### src/rtl/sy_tl_client_mux_pkg.sv
// Shared types for the client mux: FSM state encoding and index-width helper.
package sy_tl_client_mux_pkg;

  typedef enum logic [0:0] {
    ST_IDLE  = 1'b0,
    ST_BURST = 1'b1
  } mux_state_e;

  // Index field is never narrower than one bit so a single master still has a slot.
  function automatic int unsigned sy_idx_wth(input int unsigned n);
    return (n > 1) ? $clog2(n) : 1;
  endfunction

endpackage

### src/rtl/tl_pkg.sv
// TileLink-UL/UH A/D channel types and beat-count helpers.
// The source field is sized to hold the master index above the local id.
package tl_pkg;

  localparam int unsigned TL_SRC_W  = 8;
  localparam int unsigned TL_ADDR_W = 32;
  localparam int unsigned TL_DATA_W = 64;
  localparam int unsigned TL_MASK_W = TL_DATA_W / 8;

  localparam logic [2:0] A_PUT_FULL    = 3'd0;
  localparam logic [2:0] A_PUT_PARTIAL = 3'd1;
  localparam logic [2:0] A_ARITH       = 3'd2;
  localparam logic [2:0] A_LOGIC       = 3'd3;
  localparam logic [2:0] A_GET         = 3'd4;
  localparam logic [2:0] A_INTENT      = 3'd5;

  localparam logic [2:0] D_ACCESS_ACK      = 3'd0;
  localparam logic [2:0] D_ACCESS_ACK_DATA = 3'd1;
  localparam logic [2:0] D_HINT_ACK        = 3'd2;
  localparam logic [2:0] D_GRANT           = 3'd4;
  localparam logic [2:0] D_GRANT_DATA      = 3'd5;
  localparam logic [2:0] D_RELEASE_ACK     = 3'd6;

  typedef struct packed {
    logic [2:0]           opcode;
    logic [2:0]           param;
    logic [3:0]           size;
    logic [TL_SRC_W-1:0]  source;
    logic [TL_ADDR_W-1:0] address;
    logic [TL_MASK_W-1:0] mask;
    logic [TL_DATA_W-1:0] data;
    logic                 corrupt;
  } A_chan_bits_t;

  typedef struct packed {
    logic [2:0]           opcode;
    logic [1:0]           param;
    logic [3:0]           size;
    logic [TL_SRC_W-1:0]  source;
    logic                 sink;
    logic                 denied;
    logic [TL_DATA_W-1:0] data;
    logic                 corrupt;
  } D_chan_bits_t;

  function automatic logic tl_a_has_data(input logic [2:0] opcode);
    return (opcode == A_PUT_FULL) || (opcode == A_PUT_PARTIAL) ||
           (opcode == A_ARITH) || (opcode == A_LOGIC);
  endfunction

  function automatic logic tl_d_has_data(input logic [2:0] opcode);
    return (opcode == D_ACCESS_ACK_DATA) || (opcode == D_GRANT_DATA);
  endfunction

  function automatic logic [15:0] tl_beats(input logic [3:0] size, input int unsigned data_bytes);
    logic [3:0] lg;
    lg = 4'($clog2(data_bytes));
    if (size > lg) return 16'd1 << (size - lg);
    return 16'd1;
  endfunction

endpackage

### src/rtl/sy_tl_client_mux_rr_arb.sv
// Round-robin arbiter: first masked request at or after ptr_i, or the locked
// index when lock_i is set (mask ignored so an open burst or stalled beat keeps its grant).
module sy_tl_rr_arb #(
  parameter int unsigned N     = 2,
  parameter int unsigned IDX_W = 1
) (
  input  logic [N-1:0]     req_i,
  input  logic [N-1:0]     mask_i,
  input  logic [IDX_W-1:0] ptr_i,
  input  logic             lock_i,
  input  logic [IDX_W-1:0] lock_idx_i,
  output logic             gnt_valid_o,
  output logic [IDX_W-1:0] gnt_idx_o,
  output logic [N-1:0]     gnt_oh_o
);

  int               c;
  logic [IDX_W-1:0] cidx;

  always_comb begin
    gnt_valid_o = 1'b0;
    gnt_idx_o   = lock_idx_i;
    gnt_oh_o    = '0;
    c           = 0;
    cidx        = '0;
    if (lock_i) begin
      gnt_valid_o = req_i[lock_idx_i];
    end else begin
      for (int k = 0; k < int'(N); k++) begin
        c = int'(ptr_i) + k;
        if (c >= int'(N)) c = c - int'(N);
        cidx = IDX_W'(c);
        if (!gnt_valid_o && req_i[cidx] && mask_i[cidx]) begin
          gnt_valid_o = 1'b1;
          gnt_idx_o   = cidx;
        end
      end
    end
    if (gnt_valid_o) gnt_oh_o[gnt_idx_o] = 1'b1;
  end

endmodule

### src/rtl/sy_tl_client_mux.sv
// N-master to 1-slave TileLink-UL/UH A/D merger with burst lock and outstanding limits.
// Define SY_TL_MUX_A_SLICE_EN to insert a 2-entry skid buffer on the slave A side.
module sy_tl_client_mux
  import tl_pkg::*;
  import sy_tl_client_mux_pkg::*;
#(
  parameter int unsigned MASTER_NUM      = 2,
  parameter int unsigned SRC_WTH         = 4,
  parameter int unsigned DATA_BYTES      = 8,
  parameter int unsigned MAX_OUTSTANDING = 4
) (
  input  logic                          clk_i,
  input  logic                          rst_ni,
  input  logic [MASTER_NUM-1:0]         m_A_valid_i,
  output logic [MASTER_NUM-1:0]         m_A_ready_o,
  input  A_chan_bits_t [MASTER_NUM-1:0] m_A_bits_i,
  output logic [MASTER_NUM-1:0]         m_D_valid_o,
  input  logic [MASTER_NUM-1:0]         m_D_ready_i,
  output D_chan_bits_t [MASTER_NUM-1:0] m_D_bits_o,
  output logic                          s_A_valid_o,
  input  logic                          s_A_ready_i,
  output A_chan_bits_t                  s_A_bits_o,
  input  logic                          s_D_valid_i,
  output logic                          s_D_ready_o,
  input  D_chan_bits_t                  s_D_bits_i,
  output logic                          busy_o
);

  localparam int unsigned IDX_WTH = sy_idx_wth(MASTER_NUM);
  localparam int unsigned CNT_W   = $clog2(MAX_OUTSTANDING + 1);

  mux_state_e       state_q;
  logic [15:0]      beat_q;
  logic [15:0]      d_beat_q;
  logic [IDX_WTH-1:0] rr_q;
  logic [IDX_WTH-1:0] gidx_q;
  logic             stall_q;
  logic [CNT_W-1:0] cnt_q [MASTER_NUM];

  logic                  run;
  logic [MASTER_NUM-1:0] req;
  logic [MASTER_NUM-1:0] cnt_ok;
  logic [MASTER_NUM-1:0] gnt_oh;
  logic [MASTER_NUM-1:0] inc;
  logic [MASTER_NUM-1:0] dec;
  logic [IDX_WTH-1:0]    gnt_idx;
  logic [IDX_WTH-1:0]    rr_next;
  logic                  gnt_valid;
  logic                  lock;
  A_chan_bits_t          a_bits;
  logic                  a_ready;
  logic                  a_fire;
  logic                  a_last;
  logic [15:0]           beats_a;
  logic [IDX_WTH-1:0]    d_idx;
  logic                  d_bad;
  logic                  d_fire;
  logic                  d_first;
  logic                  d_last;
  logic [15:0]           beats_d;

  // Reset also gates the combinational paths so every handshake output reads 0 while held.
  assign run = rst_ni;
  assign req = m_A_valid_i & {MASTER_NUM{run}};

  always_comb begin
    for (int i = 0; i < int'(MASTER_NUM); i++)
      cnt_ok[i] = cnt_q[i] < CNT_W'(MAX_OUTSTANDING);
  end

  assign lock = (state_q == ST_BURST) || stall_q;

  sy_tl_rr_arb #(
    .N     (MASTER_NUM),
    .IDX_W (IDX_WTH)
  ) u_arb (
    .req_i       (req),
    .mask_i      (cnt_ok),
    .ptr_i       (rr_q),
    .lock_i      (lock),
    .lock_idx_i  (gidx_q),
    .gnt_valid_o (gnt_valid),
    .gnt_idx_o   (gnt_idx),
    .gnt_oh_o    (gnt_oh)
  );

  always_comb begin
    a_bits        = m_A_bits_i[gnt_idx];
    a_bits.source = '0;
    a_bits.source[SRC_WTH +: IDX_WTH] = gnt_idx;
    a_bits.source[SRC_WTH-1:0]        = m_A_bits_i[gnt_idx].source[SRC_WTH-1:0];
  end

  assign m_A_ready_o = gnt_oh & {MASTER_NUM{a_ready}};
  assign a_fire      = gnt_valid & a_ready;
  assign beats_a     = tl_a_has_data(a_bits.opcode) ? tl_beats(a_bits.size, DATA_BYTES) : 16'd1;
  assign a_last      = (state_q == ST_IDLE) ? (beats_a == 16'd1) : (beat_q == 16'd1);
  assign rr_next     = (gnt_idx == IDX_WTH'(MASTER_NUM - 1)) ? '0 : gnt_idx + IDX_WTH'(1);

`ifdef SY_TL_MUX_A_SLICE_EN
  A_chan_bits_t sk_q [2];
  logic [1:0]   sk_n_q;
  logic         sk_pop;

  assign a_ready     = run & (sk_n_q != 2'd2);
  assign s_A_valid_o = (sk_n_q != 2'd0);
  assign s_A_bits_o  = sk_q[0];
  assign sk_pop      = s_A_valid_o & s_A_ready_i;

  always_ff @(posedge clk_i or negedge rst_ni) begin
    if (!rst_ni) begin
      sk_q[0] <= '0;
      sk_q[1] <= '0;
      sk_n_q  <= 2'd0;
    end else begin
      case ({a_fire, sk_pop})
        2'b10: begin
          if (sk_n_q == 2'd0) sk_q[0] <= a_bits;
          else                sk_q[1] <= a_bits;
          sk_n_q <= sk_n_q + 2'd1;
        end
        2'b01: begin
          sk_q[0] <= sk_q[1];
          sk_n_q  <= sk_n_q - 2'd1;
        end
        2'b11: begin
          if (sk_n_q == 2'd1) begin
            sk_q[0] <= a_bits;
          end else begin
            sk_q[0] <= sk_q[1];
            sk_q[1] <= a_bits;
          end
        end
        default: ;
      endcase
    end
  end
`else
  assign a_ready     = run & s_A_ready_i;
  assign s_A_valid_o = gnt_valid;
  assign s_A_bits_o  = a_bits;
`endif

  assign d_idx       = s_D_bits_i.source[SRC_WTH +: IDX_WTH];
  assign d_bad       = int'(d_idx) >= int'(MASTER_NUM);
  assign s_D_ready_o = run & (d_bad | m_D_ready_i[d_idx]);
  assign d_fire      = s_D_valid_i & s_D_ready_o;
  assign d_first     = (d_beat_q == 16'd0);
  assign beats_d     = tl_d_has_data(s_D_bits_i.opcode) ? tl_beats(s_D_bits_i.size, DATA_BYTES) : 16'd1;
  assign d_last      = d_first ? (beats_d == 16'd1) : (d_beat_q == 16'd1);

  always_comb begin
    m_D_valid_o = '0;
    if (!d_bad) m_D_valid_o[d_idx] = s_D_valid_i & run;
    for (int i = 0; i < int'(MASTER_NUM); i++) begin
      m_D_bits_o[i]        = s_D_bits_i;
      m_D_bits_o[i].source = TL_SRC_W'(s_D_bits_i.source[SRC_WTH-1:0]);
    end
  end

  always_comb begin
    inc = '0;
    dec = '0;
    if (a_fire && a_last) inc[gnt_idx] = 1'b1;
    if (d_fire && d_last && !d_bad) dec[d_idx] = 1'b1;
  end

  always_comb begin
    busy_o = (state_q == ST_BURST);
    for (int i = 0; i < int'(MASTER_NUM); i++) busy_o = busy_o | (cnt_q[i] != '0);
  end

  // | state    | meaning                                             |
  // | ST_IDLE  | arbitrating per message; grant follows rr pointer   |
  // | ST_BURST | multi-beat A message open; grant locked to gidx_q   |
  always_ff @(posedge clk_i or negedge rst_ni) begin
    if (!rst_ni) begin
      state_q  <= ST_IDLE;
      beat_q   <= '0;
      d_beat_q <= '0;
      rr_q     <= '0;
      gidx_q   <= '0;
      stall_q  <= 1'b0;
      for (int i = 0; i < int'(MASTER_NUM); i++) cnt_q[i] <= '0;
    end else begin
      gidx_q  <= gnt_idx;
      stall_q <= gnt_valid & ~a_ready;
      if (a_fire) begin
        case (state_q)
          ST_IDLE: begin
            if (beats_a != 16'd1) begin
              state_q <= ST_BURST;
              beat_q  <= beats_a - 16'd1;
            end
          end
          ST_BURST: begin
            beat_q <= beat_q - 16'd1;
            if (beat_q == 16'd1) state_q <= ST_IDLE;
          end
          default: state_q <= ST_IDLE;
        endcase
        if (a_last) rr_q <= rr_next;
      end
      if (d_fire) begin
        if (d_first) begin
          if (beats_d != 16'd1) d_beat_q <= beats_d - 16'd1;
        end else begin
          d_beat_q <= d_beat_q - 16'd1;
        end
      end
      for (int i = 0; i < int'(MASTER_NUM); i++) begin
        if (inc[i] && !dec[i])      cnt_q[i] <= cnt_q[i] + CNT_W'(1);
        else if (dec[i] && !inc[i]) cnt_q[i] <= cnt_q[i] - CNT_W'(1);
      end
    end
  end

  for (genvar g = 0; g < int'(MASTER_NUM); g++) begin : g_cnt_chk
    a_no_ovf: assert property (@(posedge clk_i) disable iff (!rst_ni)
      !(inc[g] && !dec[g] && cnt_q[g] == CNT_W'(MAX_OUTSTANDING)));
    a_no_udf: assert property (@(posedge clk_i) disable iff (!rst_ni)
      !(dec[g] && !inc[g] && cnt_q[g] == '0));
  end

  a_d_idx_ok: assert property (@(posedge clk_i) disable iff (!rst_ni) !(s_D_valid_i && d_bad));

endmodule
### config.mk
export PLATFORM = sky130hd
export DESIGN_NAME = sy_tl_client_mux
export DESIGN_NICKNAME = d
export VERILOG_FILES = /design/src/rtl/sy_tl_client_mux_pkg.sv /design/src/rtl/tl_pkg.sv /design/src/rtl/sy_tl_client_mux_rr_arb.sv /design/src/rtl/sy_tl_client_mux.sv
export SDC_FILE = /design/constraint.sdc
export NUM_CORES = 1
export LEC_CHECK = 0
export CAP_MARGIN = 5
export CORE_AREA = 2 2 247 249
export DETAILED_ROUTE_END_ITERATION = 10
export DIE_AREA = 0 0 249 251
export GPL_ROUTABILITY_DRIVEN = 0
export HOLD_SLACK_MARGIN = 0.1
export PLACE_DENSITY = 0.48
export RECOVER_POWER = 50
export REMOVE_ABC_BUFFERS = 1
export SKIP_LAST_GASP = 1
export SLEW_MARGIN = 20
export SYNTH_ARGS = -nofsm -noshare
export SYNTH_HDL_FRONTEND = slang
export SYNTH_HIERARCHICAL = 1
export SYNTH_SLANG_ARGS = --single-unit
### constraint.sdc
create_clock -name clk_i -period 6.1 [get_ports clk_i]
set_input_delay 1.22 -clock clk_i [delete_from_list [all_inputs] [get_ports clk_i]]
set_output_delay 1.22 -clock clk_i [all_outputs]
set_load 0.05 [all_outputs]
==> results of run 1 <==
## layer usage
metal | wire length, um | GRT usage (%) | up-vias
met5 | 459 | 5.946 | -
met4 | 1260 | 3.359 | 6
met3 | 13070 | 18.75 | 39
met2 | 23570 | 25.99 | 657
met1 | 16110 | 13.98 | 2915
li1 | - | - | 2781
## critical path, cell delays in order
cell and delay [ps]:
clkdlybuf4s50_1 460, and2_1 260, and3_1 190, o32a_2 430
buf_4 220, buf_12 260, mux2_2 390, clkdlybuf4s50_1 750
## report_power, final
group | leakage [uW] | internal [uW] | switching, uW
registers | 0.000529 | 389 | 119
logic | 0.00295 | 1050 | 1920
clock network | 0.0000704 | 154 | 129
total | 0.00355 | 1590 | 2160
## cell usage after synthesis, types with 8 or more instances
| cell | number | area share (%) |
|---|---|---|
| ha_1 | 10 | 2.0 |
| nand2_1 | 35 | 2.1 |
| and3_1 | 9 | 0.92 |
| nor3_1 | 8 | 0.65 |
| dfrtp_1 | 42 | 17 |
| and2_1 | 10 | 1.0 |
| o21ai_0 | 31 | 2.5 |
| a21oi_1 | 25 | 2.0 |
| inv_1 | 20 | 1.2 |
| mux2_2 | 121 | 22 |
| xnor2_1 | 8 | 1.1 |
| nor2_1 | 32 | 2.0 |
| nand3_1 | 13 | 1.1 |
| clkbuf_1 | 26 | 1.6 |
| buf_4 | 173 | 21 |
## cells by family (layout without fill, tap and decap cells)
| family | count (synthesis) | in the layout | synth area share, % |
|---|---|---|---|
| other cells | 1 | 11 | 0.06109 |
| flops | 42 | 42 | 17.12 |
| xor+xnor | 11 | 11 | 1.570 |
| compound gates | 130 | 130 | 14.82 |
| fa+ha+maj | 12 | 12 | 2.691 |
| mux | 130 | 130 | 23.91 |
| buf+inv | 230 | 429 | 25.25 |
| simple gates | 160 | 160 | 14.57 |
## area by class of cell
type	count	area, sq um	area share [%]
timing repair buffer	401	3844	39.73
multi-input combinational	454	3576	36.96
sequential	42	1051	10.86
tap	782	978.4	10.11
clock buffer	5	125.1	1.293
inverter	20	75.07	0.7760
clock inverter	3	25.02	0.2587
## sequential cells by signal, indices dropped and copies added, names as in the netlist
signal	cells
d_beat_q	16
beat_q	16
cnt_q	6
gidx_q	1
rr_q	1
state_q	1
stall_q	1
## final timing paths
| kind | start | slack [ps] | cells after the start | to |
|---|---|---|---|---|
| setup reg to reg | state_q$_DFFE_PN0P_ | 1690 | 18 | cnt_q[5]$_DFFE_PN0P_ |
| hold reg to reg | d_beat_q[7]$_DFFE_PN0P_ | 500 | 1 | d_beat_q[7]$_DFFE_PN0P_ |
| setup / recovery | m_A_valid_i[1] | 650 | 8 | s_A_bits_o[41] |
| hold / removal | d_beat_q[7]$_DFFE_PN0P_ | 500 | 1 | d_beat_q[7]$_DFFE_PN0P_ |
| min in group asynchronous | rst_ni | 1520 | 3 | cnt_q[3]$_DFFE_PN0P_ |
| max in group asynchronous | rst_ni | 4130 | 3 | beat_q[8]$_DFFE_PN0P_ |
## stage by stage
step           power, uW  instance area, sq um
3_5_place_dp        3526                  9529
5_1_grt             3985                  9674
4_1_cts             3832                  9679
6_report            3758                  9674
2_1_floorplan       2327                  4701
3_3_place_gp        3510                  9529
==> flow_summary.toml, run 1 <==
[clock_network]
clock_path_buffers = 2
cts_tree = "yes"
clkLatencyLatePin_ps = 300
post_cts_buffers = 0
clk_pin_slew_ps = 70
cts-root-buf = "clkbuf_16"
cts-resized-gates = 0
ctsHoldBuffers = 0
clock-sinks = 42
ctsHtreeMaxLevel = 2
cts_made_buffers = 5

[outcome]
outcome = "completed"

[floorplan]
pin_count = 636
die_x_um = 249
die_h_um = 251
core_region_area_sq_um = 59790
fp.dieArea_sq_um = 62500
rows = 90
initial_core_util_pct = 10.27

[timing]
worst_pin_slew_ps = 881.4
period_minus_slack_ps = 5447
fin_skew_ps = 13.69
finalSetupTns_ps = 0
setup_violations = 0
period_share_pct = 89.29
fmax_ghz = 0.1836
slew_violations = 0
fin_hold_ws_ps = 499.1
hold_viol_final = 0
timing.final.ws_setup_ps = 653.4
rsz0062_at_grt = "no"
slew_headroom_pct = 40.70

[global_route]
grt_max_degree = 52
grt_pass1_vias = 6374
track_usage_pct = 16.74
grt_pass1_wl_um = 68120
antenna_found_initial = 0
overflow = 0

[final_layout]
instances_no_fill = 1707
diodes = 0
final_common_cell = "clkdlybuf4s50_1"
final_layout_size_suffix_gt1_share_pct = 24.32
nets = 1274
final_cell_mix = "clkdlybuf4s50_1, mux2_2, buf_4"
fillers = 6795
area_growth_pct = 57.60
fin_util_pct = 16.18

[placed_design]
dp_hpwl_um = 49750
io_buffers = 391
placed_cells = 1699
dp_worst_setup_slack_ps = 434.9

[yosys]
ys_ff_latch = 42
netlist_instances = 716
yosysSeqAreaShare_pct = 17.12
syn_area_sq_um = 6138
synth.distinct_cells = 79
ys_async_sr_fraction_pct = 100.0
avgSynthCellArea_sq_um = 8.573
synth_edf_count = 0
synth_flop_cell = "dfrtp_1"
yosysWarnings = 6

[drt]
drt_iter0_drc = 291
drt_wl_total_um = 54470
postRouteAntennaNets = 0
wl_per_cell_um = 31.91
vias = 6398
drt-pass1-iter-count = 4
drc_errors = 0
routed_via_density = 3.748

[worst_hold_path]
hold_class = "reg -> reg"

[setup_path]
cp-start-kind = "input port"
cp_max_fo = 51
worstSetupPathType = "in -> out"
cp-end-kind = "primary output"
critical_path_arrival_ps = 4230
required_ps = 4880

[power_and_ir_drop]
leakage_uw = 0.003548
p_per_area_nw_per_um2 = 388.4
ir_drop_uv = 171.4

[job]
drv_cap = 0
No activity file was read; power rests on OpenSTA's default activity.
==> run 2, diff against run 1 <==
--- a/config.mk
+++ b/config.mk
@@ -10,6 +10,7 @@
 export DETAILED_ROUTE_END_ITERATION = 10
 export DIE_AREA = 0 0 249 251
 export GPL_ROUTABILITY_DRIVEN = 0
+export GPL_TIMING_DRIVEN = 0
 export HOLD_SLACK_MARGIN = 0.1
 export PLACE_DENSITY = 0.48
 export RECOVER_POWER = 50
==> run 2 against run 1 <==
Net effect: core utilization up 0.32 points; clock power up 12%; fmax down 3.8%; total power up 2.5%; critical endpoint is now cnt_q[5]$_DFFE_PN0P_; largest power group unchanged.
==> flow_summary.toml, run 2 (synthesis results as in run 1) <==
[final_layout]
final_common_cell = "clkdlybuf4s50_1"
design_area_sq_um = 9867
final_layout_size_suffix_gt1_share_pct = 17.28
largestRegisters = "beat_q x16, d_beat_q x16, cnt_q x6"
fillers = 6727
final_cell_mix = "clkdlybuf4s50_1, mux2_2, dfrtp_1"
area_growth_pct = 60.74
nets = 1269

[setup_path]
cp-start-kind = "input port"
critPathMaxStageDelay_ps = 560
cp_max_fo = 29
crit_buf_inv = 5
critical_path_arrival_ps = 5890
critPathTopFamily = "buffers and inverters"
cp_slowest_cell = "clkdlybuf4s50_1"
crit_cells = 21
cp_cell_sequence = "clkdlybuf4s50_1, and2_1, and3b_1, o32a_4, buf_12, buf_12, mux2_4, nand2_1, o221ai_1, inv_1, ha_1, o21ai_1, o21ai_1, nor2b_2, nor2b_1, ha_1, inv_1, fa_1, xor2_1, nor2_1, xnor2_1"
cp-end-kind = "flop"
worstSetupPathType = "in -> reg"
required_ps = 6320
ff2ff_path_depth = 20

[clock_network]
clock_path_buffers = 2
cts_made_buffers = 5
clock-sinks = 42
clk_pin_slew_ps = 70
cts-root-buf = "clkbuf_16"
post_cts_buffers = 0
clkLatencyLatePin_ps = 300
ctsHtreeMaxLevel = 2
cts_tree = "yes"

[drt]
postRouteAntennaNets = 0
wl_per_cell_um = 31.92
drc_errors = 0
drt_iter0_drc = 305
drt-pass1-iter-count = 4
routed_via_density = 3.730
vias = 6352
drt_wl_total_um = 54350

[floorplan]
fp.dieArea_sq_um = 62500
die_x_um = 249
pin_count = 636
initial_core_util_pct = 10.27
die_h_um = 251
core_region_area_sq_um = 59790
rows = 90

[global_route]
grt_max_degree = 52
track_usage_pct = 16.60
overflow = 0
grt_pass1_wl_um = 67740
antenna_found_initial = 0
grt_pass1_vias = 6494

[power_and_ir_drop]
total_power_uw = 3853
leakage_uw = 0.003486
p_per_area_nw_per_um2 = 390.5
ir_drop_uv = 166.9

[timing]
slew_headroom_pct = 42.29
period_share_pct = 92.86
timing.final.ws_setup_ps = 435.6
fin_skew_ps = 8.086
fmax_ghz = 0.1765
setup_violations = 0
fin_hold_ws_ps = 496.8
period_minus_slack_ps = 5664
slew_violations = 0
hold_viol_final = 0
worst_pin_slew_ps = 863.0
rsz0062_at_grt = "no"

[worst_hold_path]
hold_class = "reg -> reg"
whs_path_depth = 1

[job]
drv_cap = 0

[placed_design]
dp_worst_setup_slack_ps = -429.6
io_buffers = 391
placed_area_sq_um = 9672
dp_hpwl_um = 49210

[outcome]
outcome = "completed"
-- run 2: cell types whose count changed in the layout (fill, tap and decap cells not counted), sizes merged --
cell           delta
buf              -68
bufinv            +1
clkbuf            -2
clkdlybuf4s50    +64
clkinv            -1
clkinvlp          +1
diode             +1
inv               -1
o32a              +1
-- run 2: layout make-up --
| type | count | area (sq um) | share of cell area [%] |
|---|---|---|---|
| Clock inverter | 3 | 45.04 | 0.4565 |
| Clock buffer | 5 | 125.1 | 1.268 |
| Multi-Input combinational cell | 455 | 3593 | 36.42 |
| Sequential cell | 42 | 1052 | 10.66 |
| Inverter | 20 | 75.07 | 0.7608 |
| Timing Repair Buffer | 395 | 3995 | 40.49 |
| Tap cell | 782 | 978.4 | 9.916 |
| Antenna cell | 1 | 2.502 | 0.02536 |
-- run 2: what timing repair did --
item | CTS | global route
hold endpoints to repair | 0 | 0
cloned | 0 | 1
setup endpoints to repair | 4 | 4
gates resized for setup | 2 | 2
hold buffers | 0 | 0
pin swaps | 0 | 1
-- run 2: path summary, 6_finish.rpt --
path | from | to | slack, ps
setup / recovery | m_A_valid_i[1] | cnt_q[5]$_DFFE_PN0P_ | 440
hold reg to reg | beat_q[15]$_DFFE_PN0P_ | beat_q[15]$_DFFE_PN0P_ | 500
max in group asynchronous | rst_ni | state_q$_DFFE_PN0P_ | 4850
hold / removal | beat_q[15]$_DFFE_PN0P_ | beat_q[15]$_DFFE_PN0P_ | 500
setup reg to reg | state_q$_DFFE_PN0P_ | cnt_q[5]$_DFFE_PN0P_ | 920
min in group asynchronous | rst_ni | d_beat_q[4]$_DFFE_PN0P_ | 840
-- run 2: report_power, final --
part / switching (uW) / internal [uW] / total, uW
Sequential: 150 / 390 / 540
Clock: 126 / 193 / 319
Combinational: 1890 / 1100 / 2990
-- run 2: metrics by stage --
stage / cells / util [%] / TNS (ps)
3_3_place_gp: 1689 / 16.04 / -819500
4_1_cts: 1701 / 16.48 / 0
3_5_place_dp: 1693 / 16.17 / -1533
5_1_grt: 1702 / 16.50 / 0
6_report: 1703 / 16.50 / 0
2_1_floorplan: 516 / - / -168170
-- run 2: metal layers --
metal | up-vias | track usage [%] | part of all wire [%]
li1 | 2769 | - | -
met1 | 2902 | 14.08 | 30
met2 | 642 | 26.11 | 44
met3 | 31 | 17.68 | 23
met4 | 8 | 3.082 | 2.3
met5 | - | 8.108 | 1.2
-- run 2: worst reg2reg max path, delay by kind of cell (launching register included) --
family	cells	cell delay, ps
compound gates	4	940
xor+xnor	2	300
mux	1	380
fa+ha+maj	3	710
flops	1	640
buf+inv	4	610
simple gates	6	1520
